[src/rtl/perf_event_counter_bank.sv]
// rtl/perf_event_counter_bank.sv - programmable per-channel event counters with overflow flags and snapshot
module perf_event_counter_bank #(
    parameter int NUM_CH = 4,
    parameter int CNT_W  = 32,
    parameter int AW     = 6
) (
    input  logic              CPU_CLK,
    input  logic              CPU_RST,
    input  logic [NUM_CH-1:0] event_in,
    input  logic              dbg_we,
    input  logic [AW-1:0]     dbg_addr,
    input  logic [31:0]       dbg_wdata,
    output logic [31:0]       dbg_rdata,
    output logic              ovf_any
);

    localparam logic [CNT_W-1:0] CNT_MAX = '1;

    logic              en;
    logic [NUM_CH-1:0] mode;
    logic [NUM_CH-1:0] ovf;
    logic [NUM_CH-1:0] prev;
    logic [CNT_W-1:0]  cnt  [NUM_CH];
    logic [CNT_W-1:0]  snap [NUM_CH];

    logic              wr_ctrl;
    logic              wr_mode;
    logic              wr_ovf;
    logic              snap_pulse;
    logic              clr_pulse;
    logic [NUM_CH-1:0] inc;
    logic [NUM_CH-1:0] cnt_wr;
    logic [NUM_CH-1:0] wrap;
    logic [NUM_CH-1:0] ovf_next;
    logic [31:0]       rd_next;

    assign wr_ctrl    = dbg_we && (dbg_addr == AW'(0));
    assign wr_mode    = dbg_we && (dbg_addr == AW'(1));
    assign wr_ovf     = dbg_we && (dbg_addr == AW'(2));
    assign snap_pulse = wr_ctrl && dbg_wdata[1];
    assign clr_pulse  = wr_ctrl && dbg_wdata[2];

    // A wrap only flags overflow when the increment actually lands.
    always_comb begin
        inc    = '0;
        cnt_wr = '0;
        wrap   = '0;
        for (int i = 0; i < NUM_CH; i++) begin
            inc[i]    = en && (mode[i] ? (event_in[i] && !prev[i]) : event_in[i]);
            cnt_wr[i] = dbg_we && (dbg_addr == AW'(4 + i));
            wrap[i]   = inc[i] && (cnt[i] == CNT_MAX) && !clr_pulse && !cnt_wr[i];
        end
    end

    // New overflow beats a simultaneous write-1-to-clear.
    assign ovf_next = (ovf & ~(wr_ovf ? dbg_wdata[NUM_CH-1:0] : '0)) | wrap;
    assign ovf_any  = |ovf;

    always_comb begin
        rd_next = '0;
        if (dbg_addr == AW'(0)) begin
            rd_next[0] = en;
        end else if (dbg_addr == AW'(1)) begin
            rd_next[NUM_CH-1:0] = mode;
        end else if (dbg_addr == AW'(2)) begin
            rd_next[NUM_CH-1:0] = ovf;
        end
        for (int i = 0; i < NUM_CH; i++) begin
            if (dbg_addr == AW'(4 + i)) begin
                rd_next = 32'(cnt[i]);
            end
            if (dbg_addr == AW'(4 + NUM_CH + i)) begin
                rd_next = 32'(snap[i]);
            end
        end
    end

    always_ff @(posedge CPU_CLK or posedge CPU_RST) begin
        if (CPU_RST) begin
            en        <= 1'b1;
            mode      <= '0;
            ovf       <= '0;
            prev      <= '0;
            dbg_rdata <= '0;
            for (int i = 0; i < NUM_CH; i++) begin
                cnt[i]  <= '0;
                snap[i] <= '0;
            end
        end else begin
            prev      <= event_in;
            ovf       <= ovf_next;
            dbg_rdata <= rd_next;
            if (wr_ctrl) begin
                en <= dbg_wdata[0];
            end
            if (wr_mode) begin
                mode <= dbg_wdata[NUM_CH-1:0];
            end
            for (int i = 0; i < NUM_CH; i++) begin
                if (snap_pulse) begin
                    snap[i] <= cnt[i];
                end
                if (clr_pulse) begin
                    cnt[i] <= '0;
                end else if (cnt_wr[i]) begin
                    cnt[i] <= dbg_wdata[CNT_W-1:0];
                end else if (inc[i]) begin
                    cnt[i] <= cnt[i] + CNT_W'(1);
                end
            end
        end
    end

endmodule
[config.mk]
export PLATFORM = sky130hd
export DESIGN_NAME = perf_event_counter_bank
export DESIGN_NICKNAME = d
export VERILOG_FILES = /design/src/rtl/perf_event_counter_bank.sv
export SDC_FILE = /design/constraint.sdc
export NUM_CORES = 1
export LEC_CHECK = 0
export ABC_AREA = 1
export BUFFER_PORTS_ARGS = -buffer_cell sky130_fd_sc_hd__clkbuf_2
export CELL_PAD_IN_SITES_DETAIL_PLACEMENT = 0
export CELL_PAD_IN_SITES_GLOBAL_PLACEMENT = 1
export CORE_MARGIN = 1.5
export CORE_UTILIZATION = 49
export DETAILED_ROUTE_END_ITERATION = 12
export GPL_TIMING_DRIVEN = 0
export PLACE_DENSITY = 0.82
export SETUP_SLACK_MARGIN = 0.5
export SLEW_MARGIN = 15
export SYNTH_ARGS = -nofsm -noshare
export SYNTH_HDL_FRONTEND = slang
export SYNTH_SLANG_ARGS = --single-unit
export TNS_END_PERCENT = 10
[constraint.sdc]
create_clock -name CPU_CLK -period 19.6 [get_ports CPU_CLK]
set_clock_uncertainty 0.15 [all_clocks]
set_input_delay 4.9 -clock CPU_CLK [delete_from_list [all_inputs] [get_ports CPU_CLK]]
set_output_delay 4.9 -clock CPU_CLK [all_outputs]
set_load 0.02 [all_outputs]
* Word-level counts from Yosys, hierarchy flattened *
Cells that the tools add are included.

cells by class
  add/subtract/negate cells = 4
  equality and inequality tests = 14
  multiplexer cells = 29
  bitwise operators = 3
  reduce and logical (&&, ||, !) cells = 44

operators with widths
  kind                                            number
  two-way mux 32 bit                              20
  adder 32 x 1 -> 32 bit (second input constant)  4
  == test 32 bit (second input constant)          4
  logical AND 1 bit                               29
  == test 6 x 3 -> 1 bit (second input constant)  4
  == test 6 x 4 -> 1 bit (second input constant)  4
  two-way mux 4 bit                               3
  nonzero test 3 bit                              4
  logical NOT 1 bit                               9
  == test 6 x 1 -> 1 bit (second input constant)  1
  == test 6 x 2 -> 1 bit (second input constant)  1
  logical NOT 6 bit                               1
  two-way mux 1 bit                               5
  AND 4 bit                                       1
  inverter 4 bit                                  1
  bitwise OR 4 bit                                1
  OR reduction 4 bit                              1
  two-way mux 3 bit                               1

word-level totals
  bits in registers = 301
  bits of input ports = 45

* Longest topological paths before layout *
  word-level depth = 12
  mapped depth = 12
  gate-level depth less buffers = 12

* Worst setup path before layout *
OpenSTA, ideal clock, no wires.

  path kind = in2reg
  start point = input dbg_addr[5]
  end point = register cnt[83] (netlist name)
  setup time = 0.126 ns
  arrival = 6.070 ns
  data required time = 19.324 ns
  setup slack = 13.254 ns
  stages on the path = 10
  path buffers = 2
  cells stage by stage = nor2_4 > nand3_2 > nor2_4 > nand2_4 > buf_6 > nand2_2 > buf_2 > a21oi_1 > nand2_1 > o21ai_1

between the ends
  word-level cells in the longest chain between the ends = 4

ends and longest elaborated chain
  item                                                                RTL line  source
  start: declaration                                                  11        input logic [AW-1:0] dbg_addr,
  == test 6 x 3 -> 1 bit / logical NOT 6 bit (equally long branches)  50, 37
  logical AND 1 bit (on tied branches)                                50, 37
  two-way mux 32 bit / logical AND 1 bit (equally long branches)      105, 41
  two-way mux 32 bit / nonzero test 3 bit (equally long branches)     n/a
  end signal: indexed assignment                                      106       cnt[i] <= dbg_wdata[CNT_W-1:0];
  end signal: indexed assignment                                      108       cnt[i] <= cnt[i] + CNT_W'(1);
  end: declaration                                                    23        logic [CNT_W-1:0] cnt [NUM_CH];

Parallel ways exist; a longest one is shown, timed or not.
A chain may end at the register's enable or synchronous reset.

* Worst setup path after layout *
  start point = input dbg_addr[3]
  end point = register dbg_rdata[17]

between the ends
  word-level cells in the longest chain between the ends = 9

ends and longest elaborated chain
  item                    RTL line  source
  == test 6 x 3 -> 1 bit  69        if (dbg_addr == AW'(4 + i)) begin
  two-way mux 32 bit      69
  two-way mux 32 bit      72        if (dbg_addr == AW'(4 + NUM_CH + i)) begin
  two-way mux 32 bit      69
  two-way mux 32 bit      72
  two-way mux 32 bit      69
  two-way mux 32 bit      72
  two-way mux 32 bit      69
  two-way mux 32 bit (*)  72
  via rd_next[17]         35        logic [31:0] rd_next;
  end signal: assignment  92        dbg_rdata <= rd_next;
  end: declaration        13        output logic [31:0] dbg_rdata,

Mark *: on every way through the listed nets, which the timed path passes. The rest lies on a longest branch.

==> results.md <==
* Drt drc at 0
* Synthesis Warnings at 0
* Most frequent cells in the layout: nand2_1, dfrtp_1, o21ai_0
* Ports at 78
* Num rows at 68
* Commonest non-fill, non-tap cell in the layout: nand2_1
* Detailed Routing Iterations Pass 1 at 6
* DRT iter0 DRCs at 2,118
* Pin count of the biggest net entering global routing at 91
* Tightest Pin Transition at 0.847 ns
* Die area at 35,900 µm²
* Chip width at 189 µm
* Initial Util at 0.495
* Number of max-cap violations at 0
* Worst hold path class: reg2reg
* CTS Hold Bufs at 0
* Max rail drop VDD at 0.0000673 V
* CP Capture Type: register
* Global route total overflow at 0
* Worst Hold Depth at 2
* Met3 GRT Util at 0.106
* Syn Nets at 2,423
* Met1 GRT Util at 0.561
* Syn-to-layout area delta at 13.9%
* Fin crit period at 6.97 ns
* Die H at 189 µm
* Final cycle utilization of the critical path at 0.355
* Worst EP arrival at 7.26 ns
* Clock Sinks at 301
* Worst slack at placement at 12.30 ns
* Max clock buf depth at 3
* Avg WL per Cell at 24.9 µm
* Post-CTS setup buffers at 0
* GRT Total Usage at 0.421
* Leak Pwr at 9.06 nW
* Final WL at 74.0 mm
* Unrepaired setup endpoints after global routing: false
* Final setup violation count at 0
* Final hold violations at 0
* Final worst slack at 12.63 ns
* Met2 Use GR at 0.621
* Worst Setup EP: dbg_rdata[17]$_DFF_PP0_
* First element of the critical path: dbg_addr[3]
* Reg2Reg Setup Slack at 17.13 ns
* Setup TNS at 0 ns
* Reg2reg path depth at 9
* Post-synthesis cell count at 2,374
* CTS clock-pin slew for the worst setup and hold paths at 0.06 ns
* Core Box Area at 34,400 µm²
* Synth unique cells at 38
* Routed vias/inst at 5.87
* Rel. slew slack at 0.433
* Pins Over Slew Limit at 0
* CTS tree: done
* Worst EP required at 19.90 ns
* Nets@finish at 2,541
* Mean Syn Cell Area at 7.17 µm²
* Vias in the first global route at 16,500
* Peak fanout along the critical path at 10
* Critical path type: in2reg
* Filler cell count at 3,365
* # H-tree levels at 2
* DPL Wire Length at 56.4 mm
* Status: finished, final reports clean
* GRT busiest layer: met2
* RePlAce Congestion at 1.06
* CTS buffer count at 37
* Worst skew pair latency at 0.57 ns
* Sequential fraction of the synthesis area at 0.443
* Remaining antenna violation count after routing at 0
* DR vias at 17,500
* I/O Buffers at 76
* Pwr dens at 110 nW/µm²
* Reg2Reg Capture Point: ovf[2]$_DFF_PP0_
* Initial antenna violation count at 7
* First-pass GRT wire length at 109 mm
* Post-CTS sizing at 0
* Seq cells post-synth at 301
* CP Launch Type: primary input
* Synth Cell Area at 17,000 µm²
* Reg2reg start: cnt[32]$_DFFE_PP0P_
* Peak Freq at 144 MHz
* Share of cells above drive strength 1 at 0.0881
* Root Driver: clkbuf_16
==> worst min-delay path by stage <==
stage	from	to
after floorplan	snap[12]$_DFFE_PP0P_	dbg_rdata[12]$_DFF_PP0_
after global placement	snap[6]$_DFFE_PP0P_	dbg_rdata[6]$_DFF_PP0_
after detailed placement	snap[14]$_DFFE_PP0P_	dbg_rdata[14]$_DFF_PP0_
after CTS	snap[20]$_DFFE_PP0P_	dbg_rdata[20]$_DFF_PP0_
after global routing	snap[33]$_DFFE_PP0P_	snap[33]$_DFFE_PP0P_
final	snap[4]$_DFFE_PP0P_	dbg_rdata[4]$_DFF_PP0_
==> state kept, by name, indices dropped and copies added (netlist names) <==
signal / count
cnt: 128
ovf: 4
en: 1
prev: 4
snap: 128
dbg_rdata: 32
mode: 4
==> worst max-delay path: stages <==
cell	delay (ns)
clkbuf_2	0.11
inv_1	0.09
nand2_1	0.12
nor2_2	0.07
nand2_1	0.26
clkbuf_1	0.37
o21ai_0	0.15
a21oi_1	0.52
nand4_1	0.40
nor2_1	0.19
nand2_1	0.07
==> power breakdown <==
group / internal, mW / total [mW] / switching (mW)
Combinational: 0.149 / 0.476 / 0.326
Sequential: 0.744 / 0.902 / 0.158
Clock: 0.460 / 0.754 / 0.294
==> per-stage QoR <==
stage               total power, mW  hold slack [ns]   util  instances  instance area [µm²]
floorplan                      1.16            0.299      -       2374                17000
global placement               1.35            0.312  0.523       2905                18000
detailed placement             1.36            0.315  0.526       2908                18100
CTS                            2.11            0.333  0.564       2974                19400
global route                   2.22            0.353  0.564       2974                19400
finish                         2.13            0.333  0.564       2976                19400
==> layer usage <==
metal  routed length, µm  vias to the layer above
li1                    -                     7927
met1               29500                     8335
met3                7900                      198
met2               31600                     1009
met4                4970                        4
met5                  23                        -
==> synth_stat cells <==
master	number	area, µm²
nand3_2	6	60.1
buf_6	5	56.3
dfrtp_1	300	7510
a21oi_1	104	521
o22ai_1	44	275
nand3_4	1	17.5
xnor2_1	4	35.0
nor3b_1	2	15.0
a21oi_2	7	61.3
nor4_1	3	18.8
nor2_2	4	25.0
or4_1	1	7.51
o211ai_1	21	158
nand2_1	758	2850
dfstp_2	1	26.3
nor3_1	44	220
or2_2	1	6.26
clkinv_1	2	7.51
nand3b_1	2	15.0
buf_4	1	7.51
o21ai_1	13	65.1
nand2_2	5	31.3
nand2_4	3	33.8
inv_1	208	781
nand3_1	82	410
xor2_1	66	578
clkbuf_1	67	251
mux2_2	11	124
o21ai_0	272	1360
nor2_4	5	56.3
buf_1	4	15.0
buf_2	26	130
ha_1	4	50.1
nand4_1	52	325
inv_2	5	18.8
a31oi_1	1	6.26
nor2_1	238	893
a22oi_1	1	7.51
==> kinds of logic (layout without fill, tap and decap cells) <==
logic type               after synthesis  in the layout  synth area share
AO/OA/AOI/OAI                        463            463             0.144
XOR/XNOR                              70             70            0.0360
adder cells (fa/ha/maj)                4              4           0.00294
buffers and inverters                318            463            0.0745
flip-flops                           301            301             0.443
multiplexers                          11             11           0.00728
other                                  0              2                 0
AND/OR/NAND/NOR                     1207           1207             0.293
==> final cells by class <==
class | instances | area (µm²) | share of cell area
clock inverters | 14 | 210 | 0.0108
well taps | 455 | 569 | 0.0294
repair buffers | 79 | 463 | 0.0239
clock buffers | 52 | 1100 | 0.0570
diodes | 2 | 5.00 | 0.000258
multi-input cells | 1755 | 8220 | 0.424
inverters | 215 | 815 | 0.0420
plain buffers | 103 | 460 | 0.0238
flip-flops and latches | 301 | 7530 | 0.389
(Power assumes the default switching activity.)
